[src/rtl/password_pkg.sv]
// Shared defaults, width helpers and the per-cycle action encoding
// for the keypad password entry buffer.
package password_pkg;

  localparam int DEF_N_DIGITS  = 3;
  localparam int DEF_DIGIT_W   = 4;
  localparam int DEF_MAX_DIGIT = 9;

  // Width of a packed password of n digits, w bits each.
  function automatic int pw_width(input int n, input int w);
    return n * w;
  endfunction

  // Width of a counter that must hold 0..n inclusive.
  function automatic int cnt_width(input int n);
    return $clog2(n + 1);
  endfunction

  typedef logic [DEF_N_DIGITS*DEF_DIGIT_W-1:0] pw_t;

  // The single action taken at a clock edge after priority resolution.
  typedef enum logic [2:0] {
    ACT_NONE,
    ACT_CLEAR,
    ACT_ENTER,
    ACT_BACKSPACE,
    ACT_DIGIT,
    ACT_TIMEOUT
  } action_e;

endpackage

[src/rtl/edge_pulse.sv]
// Rising-edge detector for a synchronous, debounced level input.
// The history register resets to 1 so a level already high when reset
// releases is not mistaken for a fresh press.
module edge_pulse (
  input  logic i_clk,
  input  logic i_reset_n,
  input  logic i_level,
  output logic o_rise
);

  logic r_prev;

  // Remember last cycle's level.
  always_ff @(posedge i_clk or negedge i_reset_n) begin
    // NOTE: sequential state uses non-blocking (<=) so every flop samples pre-edge values.
    if (!i_reset_n) r_prev <= 1'b1;
    else            r_prev <= i_level;
  end

  assign o_rise = i_level & ~r_prev;

endmodule

[src/rtl/password_entry_buffer.sv]
// Keypad entry front-end: collects N_DIGITS digits with backspace, clear,
// submit, digit validation and an inactivity auto-clear. Newest digit is
// held in the least significant digit position of o_password.
module password_entry_buffer
  import password_pkg::*;
#(
  parameter int N_DIGITS       = DEF_N_DIGITS,
  parameter int DIGIT_W        = DEF_DIGIT_W,
  parameter int MAX_DIGIT      = DEF_MAX_DIGIT,
  parameter bit DECIMAL_ONLY   = 1'b1,
  parameter bit OVERWRITE      = 1'b1,
  parameter int TIMEOUT_CYCLES = 16
) (
  input  logic                                    i_clk,
  input  logic                                    i_reset_n,
  input  logic [DIGIT_W-1:0]                      i_digit,
  input  logic                                    i_confirm,
  input  logic                                    i_backspace,
  input  logic                                    i_enter,
  input  logic                                    i_clear,
  output logic [pw_width(N_DIGITS, DIGIT_W)-1:0]  o_password,
  output logic [cnt_width(N_DIGITS)-1:0]          o_count,
  output logic                                    o_full,
  output logic [pw_width(N_DIGITS, DIGIT_W)-1:0]  o_submit_pw,
  output logic                                    o_submit,
  output logic                                    o_short,
  output logic                                    o_reject,
  output logic                                    o_timeout
);

  localparam int PW_W   = pw_width(N_DIGITS, DIGIT_W);
  localparam int CNT_W  = cnt_width(N_DIGITS);
  // Idle counter only has to reach TIMEOUT_CYCLES-1.
  localparam int IDLE_W = (TIMEOUT_CYCLES > 1) ? $clog2(TIMEOUT_CYCLES) : 1;
  localparam logic [CNT_W-1:0] FULL_COUNT = CNT_W'(N_DIGITS);

  logic [PW_W-1:0]   r_pw;
  logic [CNT_W-1:0]  r_count;
  logic [PW_W-1:0]   r_submit_pw;
  logic [IDLE_W-1:0] r_idle;
  logic              r_submit;
  logic              r_short;
  logic              r_reject;
  logic              r_timeout;

  logic              w_confirm_ev;
  logic              w_backspace_ev;
  logic              w_enter_ev;
  logic              w_full;
  logic              w_digit_ok;
  logic              w_timeout_hit;
  logic [PW_W-1:0]   w_pw_push;
  logic [PW_W-1:0]   w_pw_pop;
  action_e           w_action;

  edge_pulse u_confirm_edge (
    .i_clk     (i_clk),
    .i_reset_n (i_reset_n),
    .i_level   (i_confirm),
    .o_rise    (w_confirm_ev)
  );

  edge_pulse u_backspace_edge (
    .i_clk     (i_clk),
    .i_reset_n (i_reset_n),
    .i_level   (i_backspace),
    .o_rise    (w_backspace_ev)
  );

  edge_pulse u_enter_edge (
    .i_clk     (i_clk),
    .i_reset_n (i_reset_n),
    .i_level   (i_enter),
    .o_rise    (w_enter_ev)
  );

  assign w_full        = (r_count == FULL_COUNT);
  assign w_digit_ok    = !DECIMAL_ONLY || (i_digit <= DIGIT_W'(MAX_DIGIT));
  assign w_timeout_hit = (TIMEOUT_CYCLES != 0) && (r_count != '0) &&
                         (r_idle == IDLE_W'(TIMEOUT_CYCLES - 1));
  // Shift-in drops the oldest digit off the top; shift-out zero-fills it.
  assign w_pw_push     = (r_pw << DIGIT_W) | PW_W'(i_digit);
  assign w_pw_pop      = r_pw >> DIGIT_W;

  // Resolve simultaneous requests: clear > enter > backspace > digit > timeout.
  always_comb begin
    // NOTE: default first so every path assigns w_action and no latch is inferred.
    w_action = ACT_NONE;
    if (i_clear)             w_action = ACT_CLEAR;
    else if (w_enter_ev)     w_action = ACT_ENTER;
    else if (w_backspace_ev) w_action = ACT_BACKSPACE;
    else if (w_confirm_ev)   w_action = ACT_DIGIT;
    else if (w_timeout_hit)  w_action = ACT_TIMEOUT;
  end

  // Buffer, counters, captured password and one-cycle status pulses.
  always_ff @(posedge i_clk or negedge i_reset_n) begin
    if (!i_reset_n) begin
      // NOTE: the captured password is reset too; a reset mid-entry must leave no stale secret.
      r_pw        <= '0;
      r_count     <= '0;
      r_submit_pw <= '0;
      r_idle      <= '0;
      r_submit    <= 1'b0;
      r_short     <= 1'b0;
      r_reject    <= 1'b0;
      r_timeout   <= 1'b0;
    end else begin
      r_submit  <= 1'b0;
      r_short   <= 1'b0;
      r_reject  <= 1'b0;
      r_timeout <= 1'b0;
      r_idle    <= '0;
      unique case (w_action)
        ACT_CLEAR: begin
          r_pw    <= '0;
          r_count <= '0;
        end
        ACT_ENTER: begin
          if (w_full) begin
            r_submit_pw <= r_pw;
            r_submit    <= 1'b1;
          end else begin
            r_short <= 1'b1;
          end
          r_pw    <= '0;
          r_count <= '0;
        end
        ACT_BACKSPACE: begin
          if (r_count != '0) begin
            r_pw    <= w_pw_pop;
            r_count <= r_count - CNT_W'(1);
          end
        end
        ACT_DIGIT: begin
          if (!w_digit_ok || (w_full && !OVERWRITE)) begin
            r_reject <= 1'b1;
          end else begin
            r_pw <= w_pw_push;
            if (!w_full) r_count <= r_count + CNT_W'(1);
          end
        end
        ACT_TIMEOUT: begin
          r_pw      <= '0;
          r_count   <= '0;
          r_timeout <= 1'b1;
        end
        default: begin
          // Idle cycle: count only while digits are held; saturate, never wrap.
          if ((TIMEOUT_CYCLES != 0) && (r_count != '0) && (r_idle != '1))
            r_idle <= r_idle + IDLE_W'(1);
          else if ((TIMEOUT_CYCLES != 0) && (r_count != '0))
            r_idle <= r_idle;
        end
      endcase
    end
  end

  assign o_password  = r_pw;
  assign o_count     = r_count;
  assign o_full      = w_full;
  assign o_submit_pw = r_submit_pw;
  assign o_submit    = r_submit;
  assign o_short     = r_short;
  assign o_reject    = r_reject;
  assign o_timeout   = r_timeout;

endmodule

[config.mk]
export PLATFORM = sky130hd
export DESIGN_NAME = password_entry_buffer
export DESIGN_NICKNAME = d
export VERILOG_FILES = /design/src/rtl/password_pkg.sv /design/src/rtl/edge_pulse.sv /design/src/rtl/password_entry_buffer.sv
export SDC_FILE = /design/constraint.sdc
export NUM_CORES = 1
export LEC_CHECK = 0
export CORE_UTILIZATION = 33
export CTS_CLUSTER_SIZE = 10
export DETAILED_ROUTE_END_ITERATION = 10
export HOLD_SLACK_MARGIN = 0.08
export PLACE_DENSITY = 0.62
export SKIP_CTS_REPAIR_TIMING = 1
export SLEW_MARGIN = 30
export SYNTH_ARGS = -nofsm -noshare
export SYNTH_HDL_FRONTEND = slang
export SYNTH_SLANG_ARGS = --single-unit
[constraint.sdc]
create_clock -name i_clk -period 3.9 [get_ports i_clk]
set_clock_uncertainty 0.05 [all_clocks]
set_input_delay 0.39 -clock i_clk [delete_from_list [all_inputs] [get_ports i_clk]]
set_output_delay 0.39 -clock i_clk [all_outputs]
set_load 0.02 [all_outputs]
; After elaboration in Yosys (flattened, before gate mapping)
; Cells that the tools add are included.
[totals]
ff_bits = 37
input_bits = 10
output_inout_bits = 31
word_cells = 65
[classes]
addsub = 3
n_lt_le_gt_ge = 1
eq_ne = 12
n_mux = 22
n_bitwise = 7
reduce_logical = 9
[op_table]
columns = op, count
row1 = $pmux 12 s3, 1
row2 = $mux 12, 2
row3 = $mux 3, 5
row4 = $mux 4, 3
row5 = $or 12x4->12, 1
row6 = $mux 1, 7
row7 = $eq 3x2->1 const B, 2
row8 = $eq 3x3->1 const B, 2
row9 = $mux 2, 3
row10 = $ne 2x2->1 const B, 3
row11 = $pmux 2 s3, 1
row12 = $reduce_or 5->1, 1
row13 = $add 4x1->4 const B, 1
row14 = $eq 4x4->1 const B, 1
row15 = $le 4x4->1 const B, 1
row16 = $ne 4x4->1 const B, 1
row17 = $reduce_and 4->1, 1
row18 = $and 1x1->1, 3
row19 = $eq 3x1->1 const B, 1
row20 = $ne 3x2->1 const B, 1
row21 = $not 1->1, 3
row22 = $reduce_and 3->1, 1
row23 = $reduce_bool 3->1, 1
row24 = $reduce_or 3->1, 1
row25 = 6 further kinds, 7

; Longest topological paths before layout
; Gate-level depths: netlist (run 1).
[depth]
word_depth = 11
mapped_depth = 8
ltp_nobuf = 6

; Modules after synthesis
; A second synthesis (run 1) with hierarchy kept.
[hier_totals]
hier_cells = 137
hier_area_um2 = 1629.1
[modules_own_cells]
columns = mod, instances, cells_each, area_each_um2, seq_area_each_um2
row1 = password_entry_buffer, 1, 131, 1508.9, 850.8
row2 = edge_pulse, 3, 2, 40.0, 26.3

; Worst setup path before layout (run 1)
; OpenSTA, ideal clock, no wires.
[synth_path]
path_kind = register to register
start = register r_count[0], in the netlist o_count[0]
end = register r_pw[0], in the netlist o_password[0]
setup_time_ns = 0.121
arrival_time_ns = 1.537
required_ns = 3.729
slack_ns = 2.192
stages_incl_launch_ff = 8
path_buffers = 2
synth_period_minus_slack_ns = 1.708
path_cell_list = dfrtp_1 -> o2111a_2 -> nand2_2 -> o2111a_1 -> buf_6 -> buf_6 -> a21oi_2 -> a22o_1
[synth_via]
elab_chain_cells = 11
elab_cells_between_ends = 18
cone_classes = eq/ne: 7 / mux: 6 / reduce/logical: 5
[synth_lines]
columns = element, line
row1 = "start, declared", password_entry_buffer.sv:38  ; logic [CNT_W-1:0] r_count;
row2 = "start signal, assigned", password_entry_buffer.sv:132  ; r_count <= r_count - CNT_W'(1);
row3 = "start signal, assigned", password_entry_buffer.sv:140  ; if (!w_full) r_count <= r_count + CNT_W'(1);
row4 = $reduce_bool 2->1 *, "password_entry_buffer.sv:79, password_entry_buffer.sv:130"
row5 = $logic_and 1x1->1, password_entry_buffer.sv:79  ; assign w_timeout_hit = (TIMEOUT_CYCLES != 0) && (r_count != '0) &&
row6 = $mux 3, password_entry_buffer.sv:93  ; else if (w_timeout_hit) w_action = ACT_TIMEOUT;
row7 = $mux 3, password_entry_buffer.sv:92  ; else if (w_confirm_ev) w_action = ACT_DIGIT;
row8 = $mux 3, password_entry_buffer.sv:91  ; else if (w_backspace_ev) w_action = ACT_BACKSPACE;
row9 = $mux 3, password_entry_buffer.sv:90  ; else if (w_enter_ev) w_action = ACT_ENTER;
row10 = $mux 3, password_entry_buffer.sv:89  ; if (i_clear) w_action = ACT_CLEAR;
row11 = $eq 3x3->1 (tied with other cells), password_entry_buffer.sv:114  ; unique case (w_action)
row12 = $reduce_or 3->1 (no line), --
row13 = $reduce_bool 3->1 (no line), --
row14 = $reduce_and 3->1 (no line), --
row15 = "end signal, assigned", password_entry_buffer.sv:131  ; r_pw <= w_pw_pop;
row16 = "end signal, assigned", password_entry_buffer.sv:139  ; r_pw <= w_pw_push;
row17 = "end, declared", password_entry_buffer.sv:37  ; logic [PW_W-1:0] r_pw;
; Mark *: on every way between the ends. The rest lies on a longest branch, timed or not.
; A chain may end at the register's enable or synchronous reset.

; Worst setup path in the final report (run 1)
[layout_path]
start = input i_backspace
end = register r_pw[7], in the netlist o_password[7]
[layout_via]
elab_chain_cells = 8
elab_cells_between_ends = 15
cone_classes = eq/ne: 7 / mux: 4 / bitwise: 1 / reduce/logical: 3
[layout_lines]
columns = element, line
row1 = "start, declared", password_entry_buffer.sv:18  ; input logic i_backspace,
row2 = $and 1x1->1 *, edge_pulse.sv:20  ; assign o_rise = i_level & ~r_prev;
row3 = $mux 3 *, password_entry_buffer.sv:91
row4 = $mux 3 *, password_entry_buffer.sv:90
row5 = $mux 3 *, password_entry_buffer.sv:89
row6 = $eq 3x3->1 (tied with other cells), password_entry_buffer.sv:114
row7 = $reduce_or 3->1 (no line), --
row8 = $reduce_bool 3->1 (no line), --
row9 = $reduce_and 3->1 (no line), --
; Marked as above.

==> results of run 1 <==
per-layer routing:
| layer | GRT usage | wire [microns] | up-vias |
|---|---|---|---|
| li1 | - | - | 600 |
| met1 | 0.173 | 1400 | 617 |
| met2 | 0.221 | 1740 | 32 |
| met4 | 0.0566 | 61 | 0 |
| met5 | 0 | 0 | - |
| met3 | 0.0403 | 159 | 8 |
area by class of cell:
cell class,count,area [sq um]
fillers,446,2600
flip-flops and latches,37,930
multi-input cells,97,647
repair buffers,41,403
well taps,67,83.8
clock buffers,6,72.6
inverters,3,11.3
clock inverters,2,10.0
Yosys cell counts:
| cell | count | area share |
|---|---|---|
| o21ai_1 | 2 | 0.0061 |
| a22oi_1 | 8 | 0.037 |
| buf_2 | 1 | 0.0031 |
| nand2b_1 | 2 | 0.0077 |
| nand3_1 | 2 | 0.0061 |
| buf_6 | 3 | 0.021 |
| nor3_1 | 3 | 0.0092 |
| nand3b_1 | 1 | 0.0046 |
| a31oi_1 | 1 | 0.0038 |
| o2111a_2 | 1 | 0.0077 |
| nor3b_1 | 1 | 0.0046 |
| ha_1 | 1 | 0.0077 |
| nand2_2 | 1 | 0.0038 |
| nor4_1 | 2 | 0.0077 |
| inv_1 | 3 | 0.0069 |
| a21oi_1 | 9 | 0.028 |
| dfstp_2 | 3 | 0.048 |
| dfrtp_1 | 34 | 0.52 |
| a22o_1 | 8 | 0.043 |
| nor2b_1 | 2 | 0.0077 |
| a21o_1 | 1 | 0.0046 |
| and3_1 | 1 | 0.0038 |
| o2111a_1 | 1 | 0.0069 |
| nor2_1 | 8 | 0.018 |
| xnor2_1 | 1 | 0.0054 |
| o21ai_0 | 5 | 0.015 |
| o41ai_2 | 1 | 0.010 |
| mux2_2 | 12 | 0.083 |
| a21oi_2 | 1 | 0.0054 |
| or4_4 | 1 | 0.0069 |
| clkbuf_1 | 2 | 0.0046 |
| a32oi_1 | 1 | 0.0054 |
| nand2_1 | 20 | 0.046 |
final timing paths:
check | start | to | slack [ns] | cells past startpoint
max in group asynchronous | i_reset_n | o_submit_pw[7] | 3.15 | 1
setup reg to reg | r_idle[0] | o_password[7] | 1.69 | 6
min in group i_clk | r_idle[0] | r_idle[0] | 0.43 | 1
hold / removal | i_reset_n | o_submit_pw[0] | 0.15 | 1
setup / recovery | i_backspace | o_password[7] | 1.50 | 6
hold reg to reg | r_idle[0] | r_idle[0] | 0.43 | 1
stage by stage:
stage	cells	worst slack [ns]	hold slack (ns)
global placement	245	1.38	0.408
detailed placement	245	1.24	0.431
CTS	253	1.53	0.168
floorplan	143	2.19	0.0444
finish	253	1.50	0.146
global route	253	1.39	0.222
flip-flops by register name, summed over array words and instances (netlist names):
signal / count
o_submit: 1
r_idle: 4
u_backspace_edge.r_prev: 1
o_short: 1
o_password: 12
o_count: 2
o_submit_pw: 12
o_timeout: 1
u_enter_edge.r_prev: 1
o_reject: 1
u_confirm_edge.r_prev: 1
power by group through the flow:
stage	combinational [W]	sequential (W)	clock [W]
after floorplan	0.0000332	0.000408	0
after global placement	0.0000633	0.000404	0
after detailed placement	0.0000649	0.000405	0
after CTS	0.0000651	0.000397	0.000262
after global routing	0.0000710	0.000398	0.000276
final	0.0000646	0.000397	0.000251
layout by cell type (no fill, tap or decap), types with 2 or more instances in the layout:
master	instances
a21oi_1	9
a22o_1	8
a22oi_1	8
clkbuf_8	5
clkdlybuf4s50_1	39
clkinv_2	2
dfrtp_1	34
dfstp_2	3
inv_1	3
mux2_2	12
nand2_1	20
nand2b_1	2
nand3_1	2
nor2_1	7
nor2b_1	2
nor3_1	3
nor4_1	2
o21ai_0	5
o21ai_1	2
critical path, cell delays in order:
cell and delay, ns:
clkdlybuf4s50_1 0.49, nor2b_1 0.70, nor2_1 0.36, a22oi_1 0.24, a21oi_1 0.10, a22o_1 0.22
logic make-up (layout without fill, tap and decap cells):
logic type / Yosys count / count (layout)
AO/OA/AOI/OAI: 39 / 39
multiplexers: 12 / 12
AND/OR/NAND/NOR: 44 / 44
adder cells (fa/ha/maj): 1 / 1
flip-flops: 37 / 37
XOR/XNOR: 1 / 1
buffers and inverters: 9 / 52
==> run metrics, run 1 <==
run status=complete, no violations; P_sw=0.000174 W; xor/xnor share of the synthesized area=0.00537; largest family of logic cells by synthesized area=compound AO/OA/AOI/OAI gates; Peak VDD IR=about 0.15 mV; Initial Utilization=0.343; root buf cell=clkbuf_8; hold crit path type=in -> async; Congestion Overflow GR=0; share of cells above drive strength 1=0.161; post-synth cell types=33; first-pass GRT wire length=about 5500 microns; Synth Register Bits=37; mux contribution to synthesized area=0.0828; Die X=72.3 microns; P_int=between 0.0005 and 0.0006 W; GRT Util Overall=0.137; Synth Area in Compound Gates=0.173; vias in the first global route=1111; row count=25; Total Nets Final=between 150 and 200; Crit Path Max Fanout=13; Max-cap violations=0; CTS H-tree lvls=2; Max Buffers Root-to-Sink=2; fin crit share=0.615; Cells after Synth=143; syn nets=about 150; average wire per cell in the routed design=roughly 13 microns; core footprint=0.00475 sq mm; Vias=between 1000 and 1500; WP data required=~4 ns; Tot Pwr=approximately 0.0007 W; initial antenna violation count=0; Pre-antenna DRT Iters=4; Leakage=slightly above 0.9 nW; Die Y-Extent=roughly 72 microns; register area share after synthesis=0.570; final core utilization=0.454; HPWL after DPL=2390 microns; highest clock rate=between 0.4 and 0.5 GHz; num ports=~40; GP Congestion=between 0.8 and 0.9; Final min period=roughly 2.4 ns; routed wire length=approximately 3400 microns; clk_lat worst skew=0.28 ns; Synthesis Warnings=0; First DRT Iteration DRCs=95; power share of the clock group=0.352; Seq pwr share=0.557; Final TNS setup=0 ns; Avg Inst Size Synth=roughly 11 sq um; Final Max Tran Viols=0; Hold Fails Final Rpt=0; DR DRC count=0; placed cell areas=about 0.0021 sq mm; CP Data Arrival Time=around 2.5 ns; Comb power frac=0.091; CTS buffer count=5; design area=around 0.0022 sq mm; Tightest Pin Transition=between 0.8 and 0.9 ns; cell area power density=roughly 330 mW/mm^2; RSZ-0062 raised after global routing=false; Num Clock Sinks=37; Antenna Nets Post-Route=0; Max-slew headroom=0.423; TritonCTS clock tree=built; I/O Buffers=40; worst setup path class=in -> reg; vias per cell=4.97; CP startpoint kind=input pin; Simple-Gate Fraction of Synth Area=0.127; Synth Cell Area=between 0.0015 and 0.002 sq mm; final setup fails=0; P&R area growth vs syn=32.2%; Antenna Cells=0; Crit. End Element=flop; largest net degree at the start of global routing=38; Clock Pin Slew Worst Setup and Hold Paths=0.07 ns; Post-Synth Adder-Cell Area=0.00767; DIE AREA=~0.0052 sq mm; switching share of power=0.244
Power figures use the tool's default switching activity.
==> inputs of run 2 (changes only) <==
PLACE_DENSITY = 0.65   (was 0.62)
clock period = 2.1 ns   (was 3.9 ns; I/O delays follow)
==> run 2 against run 1 <==
Compared with the run above: first-iteration DRC count down 51%; critical endpoint is now o_password[4]; combinational power up 130%; clock power up 150%; largest cell class unchanged; sequential share of layout area down 2.4 points; register-to-register slack worse by 1.4 ns; die area unchanged.
==> run metrics, run 2 (synthesized netlist as in run 1, its figures left out) <==
run status=complete, no violations; vias per cell=a little under 5; Congestion Overflow GR=0; average wire per cell in the routed design=between 10 and 15 microns; Num Clock Sinks=37; I/O Buffers=40; initial antenna violation count=0; Total Nets Final=just over 200; core footprint=roughly 0.0048 sq mm; CP startpoint kind=flop; Initial Utilization=0.343; fin crit share=0.883; P&R area growth vs syn=40.1%; TritonCTS clock tree=built; final setup fails=0; Max-cap violations=0; worst setup path class=reg -> reg; commonest non-fill, non-tap cell in the layout=clkdlybuf4s50_1; highest clock rate=0.539 GHz; hold crit path type=in -> reg; Max-slew headroom=0.455; root buf cell=clkbuf_8; clk_lat worst skew=0.28 ns; Hold Fails Final Rpt=0; fill count=roughly 460; Peak VDD IR=between 0.3 and 0.4 mV; Leakage=0.986 nW; cell area power density=~660 mW/mm^2; First DRT Iteration DRCs=47; share of cells above drive strength 1=0.198; Tot Pwr=about 0.0015 W; first-pass GRT wire length=about 5900 microns; routed wire length=roughly 3500 microns; HPWL after DPL=2440 microns; Max Buffers Root-to-Sink=2; Multi-input gate area=roughly 640 sq um; CTS H-tree lvls=2; Final min period=about 1.9 ns; Vias=between 1000 and 1500; Pre-antenna DRT Iters=4; WP data required=2.22 ns; Antenna Cells=0; Final Max Tran Viols=0; Antenna Nets Post-Route=0; num ports=41; GRT Util Overall=0.149; Storage cell area=a little over 900 sq um; DIE AREA=between 0.005 and 0.006 sq mm; Crit Path Max Fanout=25; CTS buffer count=5; GP Congestion=0.805; Tightest Pin Transition=0.817 ns; Clock Pin Slew Worst Setup and Hold Paths=~0.070 ns; largest net degree at the start of global routing=38; RSZ-0062 raised after global routing=false; DR DRC count=0; vias in the first global route=approximately 1200; Die Y-Extent=roughly 72 microns; CP Data Arrival Time=about 2.0 ns; Die X=just over 70 microns; most frequent cells in the layout=clkdlybuf4s50_1, dfrtp_1, nand2_1; row count=25; Crit. End Element=flop; Final TNS setup=0 ns
==> run 2: cell type report <==
cell class	instances	area share
inverters	3	0.00493
flip-flops and latches	37	0.407
well taps	67	0.0367
repair buffers	52	0.219
multi-input cells	97	0.282
clock buffers	7	0.0378
clock inverters	1	0.0131
==> run 2: path summary, 6_finish.rpt <==
kind	start	to	slack, ns	cells after the start
setup / recovery	r_idle[0]	o_password[4]	0.24	7
hold / removal	i_confirm	u_confirm_edge.r_prev	0.34	1
setup reg to reg	r_idle[0]	o_password[4]	0.24	7
hold reg to reg	r_idle[0]	r_idle[0]	0.45	1
max in group asynchronous	i_reset_n	o_submit_pw[7]	0.99	2
min in group asynchronous	i_reset_n	o_short	0.51	2
==> run 2: metal layers <==
metal  global-route usage  part of all wire
met1                0.200              0.49
met2                0.228              0.45
met3               0.0417             0.040
met4               0.0588             0.017
met5                    0                 0
==> run 2: where the power goes <==
part	switching [W]	internal [W]
sequential	0.00000784	0.000726
combinational	0.0000850	0.0000637
clock	0.000238	0.000387
total	0.000331	0.00118
==> run 2: metrics by stage <==
stage	setup slack, ns	hold slack [ns]	cell area [sq um]	util	std cells
floorplan	0.392	-0.136	1630	-	143
global placement	0.260	0.298	2160	0.454	255
detailed placement	0.219	0.300	2160	0.454	255
CTS	0.255	-0.0125	2280	0.479	263
global route	0.159	0.352	2290	0.481	264
finish	0.245	0.338	2290	0.481	264
==> run 2: critical path, cell delays in order, from the launching register on <==
cell	delay [ns]
dfrtp_1	0.42
ha_1	0.26
o2111a_2	0.20
nand2_2	0.08
o2111a_1	0.30
buf_12	0.19
a21oi_1	0.06
a22o_1	0.18
==> inputs of run 3 (changes only) <==
CORE_UTILIZATION = 43   (was 33)
PLACE_DENSITY = 0.79   (was 0.65)
==> run 3 against run 2 <==
Compared with the run above: largest cell class unchanged; fmax is 0.89% lower; combinational power shrank 14%; hold slack worse by 0.054 ns; global-route usage grew 4.3 points; setup slack got worse by 0.017 ns; die area shrank 23%; first-iteration DRC count fell by 30%; largest power group unchanged; non-clock buffer count fell by 4; via count rose by 0.55%; count of clock-buffer cells in the layout unchanged.
==> run metrics, run 3 (synthesized netlist as in run 1, its figures left out) <==
run status=complete, no violations; non-filler cells, final=approximately 240; Crit Path Max Fanout=8; Antenna Nets Post-Route=0; final setup margin=0.228 ns; Clock Pin Slew Worst Setup and Hold Paths=0.07 ns; fill count=293; CP Data Arrival Time=~1.6 ns; Post-Place Worst Slack=about 0.13 ns; root buf cell=clkbuf_8; Hold Fails Final Rpt=0; hold_ws=roughly 0.28 ns; commonest non-fill, non-tap cell in the layout=clkdlybuf4s50_1; Num Clock Sinks=37; Total Nets Final=approximately 200; Max-slew headroom=0.591; HPWL after DPL=roughly 2500 microns; DR DRC count=0; Final min period=1.87 ns; I/O Buffers=40; Die X=roughly 64 microns; P&R area growth vs syn=36.2%; worst path buffer plus inverter count=2; DIE AREA=0.00404 sq mm; slowest CP cell=clkdlybuf4s50_1; share of cells above drive strength 1=0.181; highest clock rate=roughly 0.53 GHz; Max-cap violations=0; worst-path cell chain=nand2_1 -> inv_1 -> clkdlybuf4s50_1; average wire per cell in the routed design=14.3 microns; Initial Utilization=0.446; Congestion Overflow GR=0; most frequent cells in the layout=clkdlybuf4s50_1, dfrtp_1, nand2_1; CP startpoint kind=flop; Final Max Tran Viols=0; Peak VDD IR=approximately 0.36 mV; First DRT Iteration DRCs=33; largest net degree at the start of global routing=38; CTS buffer count=5; initial antenna violation count=0; hold crit path type=in -> async; row count=22; Leakage=0.963 nW; Pre-antenna DRT Iters=4; Worst R2R Setup Slack=0.28 ns; cell family with most CP delay=buffers and inverters; Antenna Cells=0; first-pass GRT wire length=5840 microns; Vias=roughly 1300; clk_lat worst skew=0.29 ns; cell area power density=670 mW/mm^2; routed wire length=3440 microns; Crit. End Element=output pin; fin crit share=0.891; core footprint=roughly 0.0037 sq mm; GP Congestion=about 0.8; num ports=41; worst setup path class=reg -> out; placed cell count=between 200 and 250; RSZ-0062 raised after global routing=false; Final TNS setup=0 ns; vias per cell=roughly 5.3; GRT Util Overall=0.192; Max Buffers Root-to-Sink=2; Tightest Pin Transition=between 0.6 and 0.7 ns; WP data required=1.84 ns; Largest stage delay, worst path=0.60 ns; CTS H-tree lvls=2; Die Y-Extent=roughly 64 microns; final setup fails=0; vias in the first global route=approximately 1300; TritonCTS clock tree=built
run 3: cell types whose count changed in the layout (fill, tap and decap cells not counted):
| cell | before | now |
|---|---|---|
| buf_2 | 1 | 0 |
| dlygate4sd3_1 | 1 | 0 |
| buf_12 | 1 | 0 |
| clkdlybuf4s50_1 | 39 | 40 |
| buf_4 | 10 | 8 |
run 3: layout make-up:
type,count,area [sq um],share of cell area
tap,48,60.1,0.0270
clock buffer,7,86.3,0.0389
clock inverter,1,30.0,0.0135
timing repair buffer,48,460,0.207
multi-input combinational,97,644,0.290
inverter,3,11.3,0.00507
sequential,37,930,0.418
run 3: worst register-to-register path, stage by stage, from the launching register on:
cell and delay, ns:
dfrtp_1 0.41, ha_1 0.26, o2111a_2 0.19, nand2_2 0.08, o2111a_1 0.19, buf_4 0.26, a21oi_1 0.08, a22o_1 0.19
run 3: worst paths after layout:
kind	startpoint	endpoint	cells past startpoint
worst max-delay path	o_count[0]	o_full	3
max in group asynchronous	i_reset_n	u_backspace_edge.r_prev	2
worst min register to register	r_idle[0]	r_idle[0]	1
min in group i_clk	i_confirm	u_confirm_edge.r_prev	1
worst max register to register	r_idle[0]	o_password[7]	7
worst min-delay path	i_reset_n	o_submit_pw[7]	2
run 3: per-stage QoR:
stage	area [sq um]	utilization	total power [W]
2_1_floorplan	1630	-	0.000819
3_3_place_gp	2110	0.575	0.000877
3_5_place_dp	2110	0.575	0.000881
4_1_cts	2220	0.607	0.00151
5_1_grt	2220	0.607	0.00154
6_report	2220	0.607	0.00149
run 3: routing by layer:
metal,part of all wire,vias to the layer above,track usage
met3,0.054,5,0.0670
li1,-,616,-
met1,0.45,610,0.237
met5,0,-,0
met2,0.48,48,0.301
met4,0.017,0,0.0824
run 3: report_power, final:
part | switching [W] | total (W) | internal (W)
logic | 0.0000744 | 0.000128 | 0.0000540
clock network | 0.000234 | 0.000621 | 0.000387
registers | 0.0000131 | 0.000739 | 0.000726
total | 0.000322 | 0.00149 | 0.00117
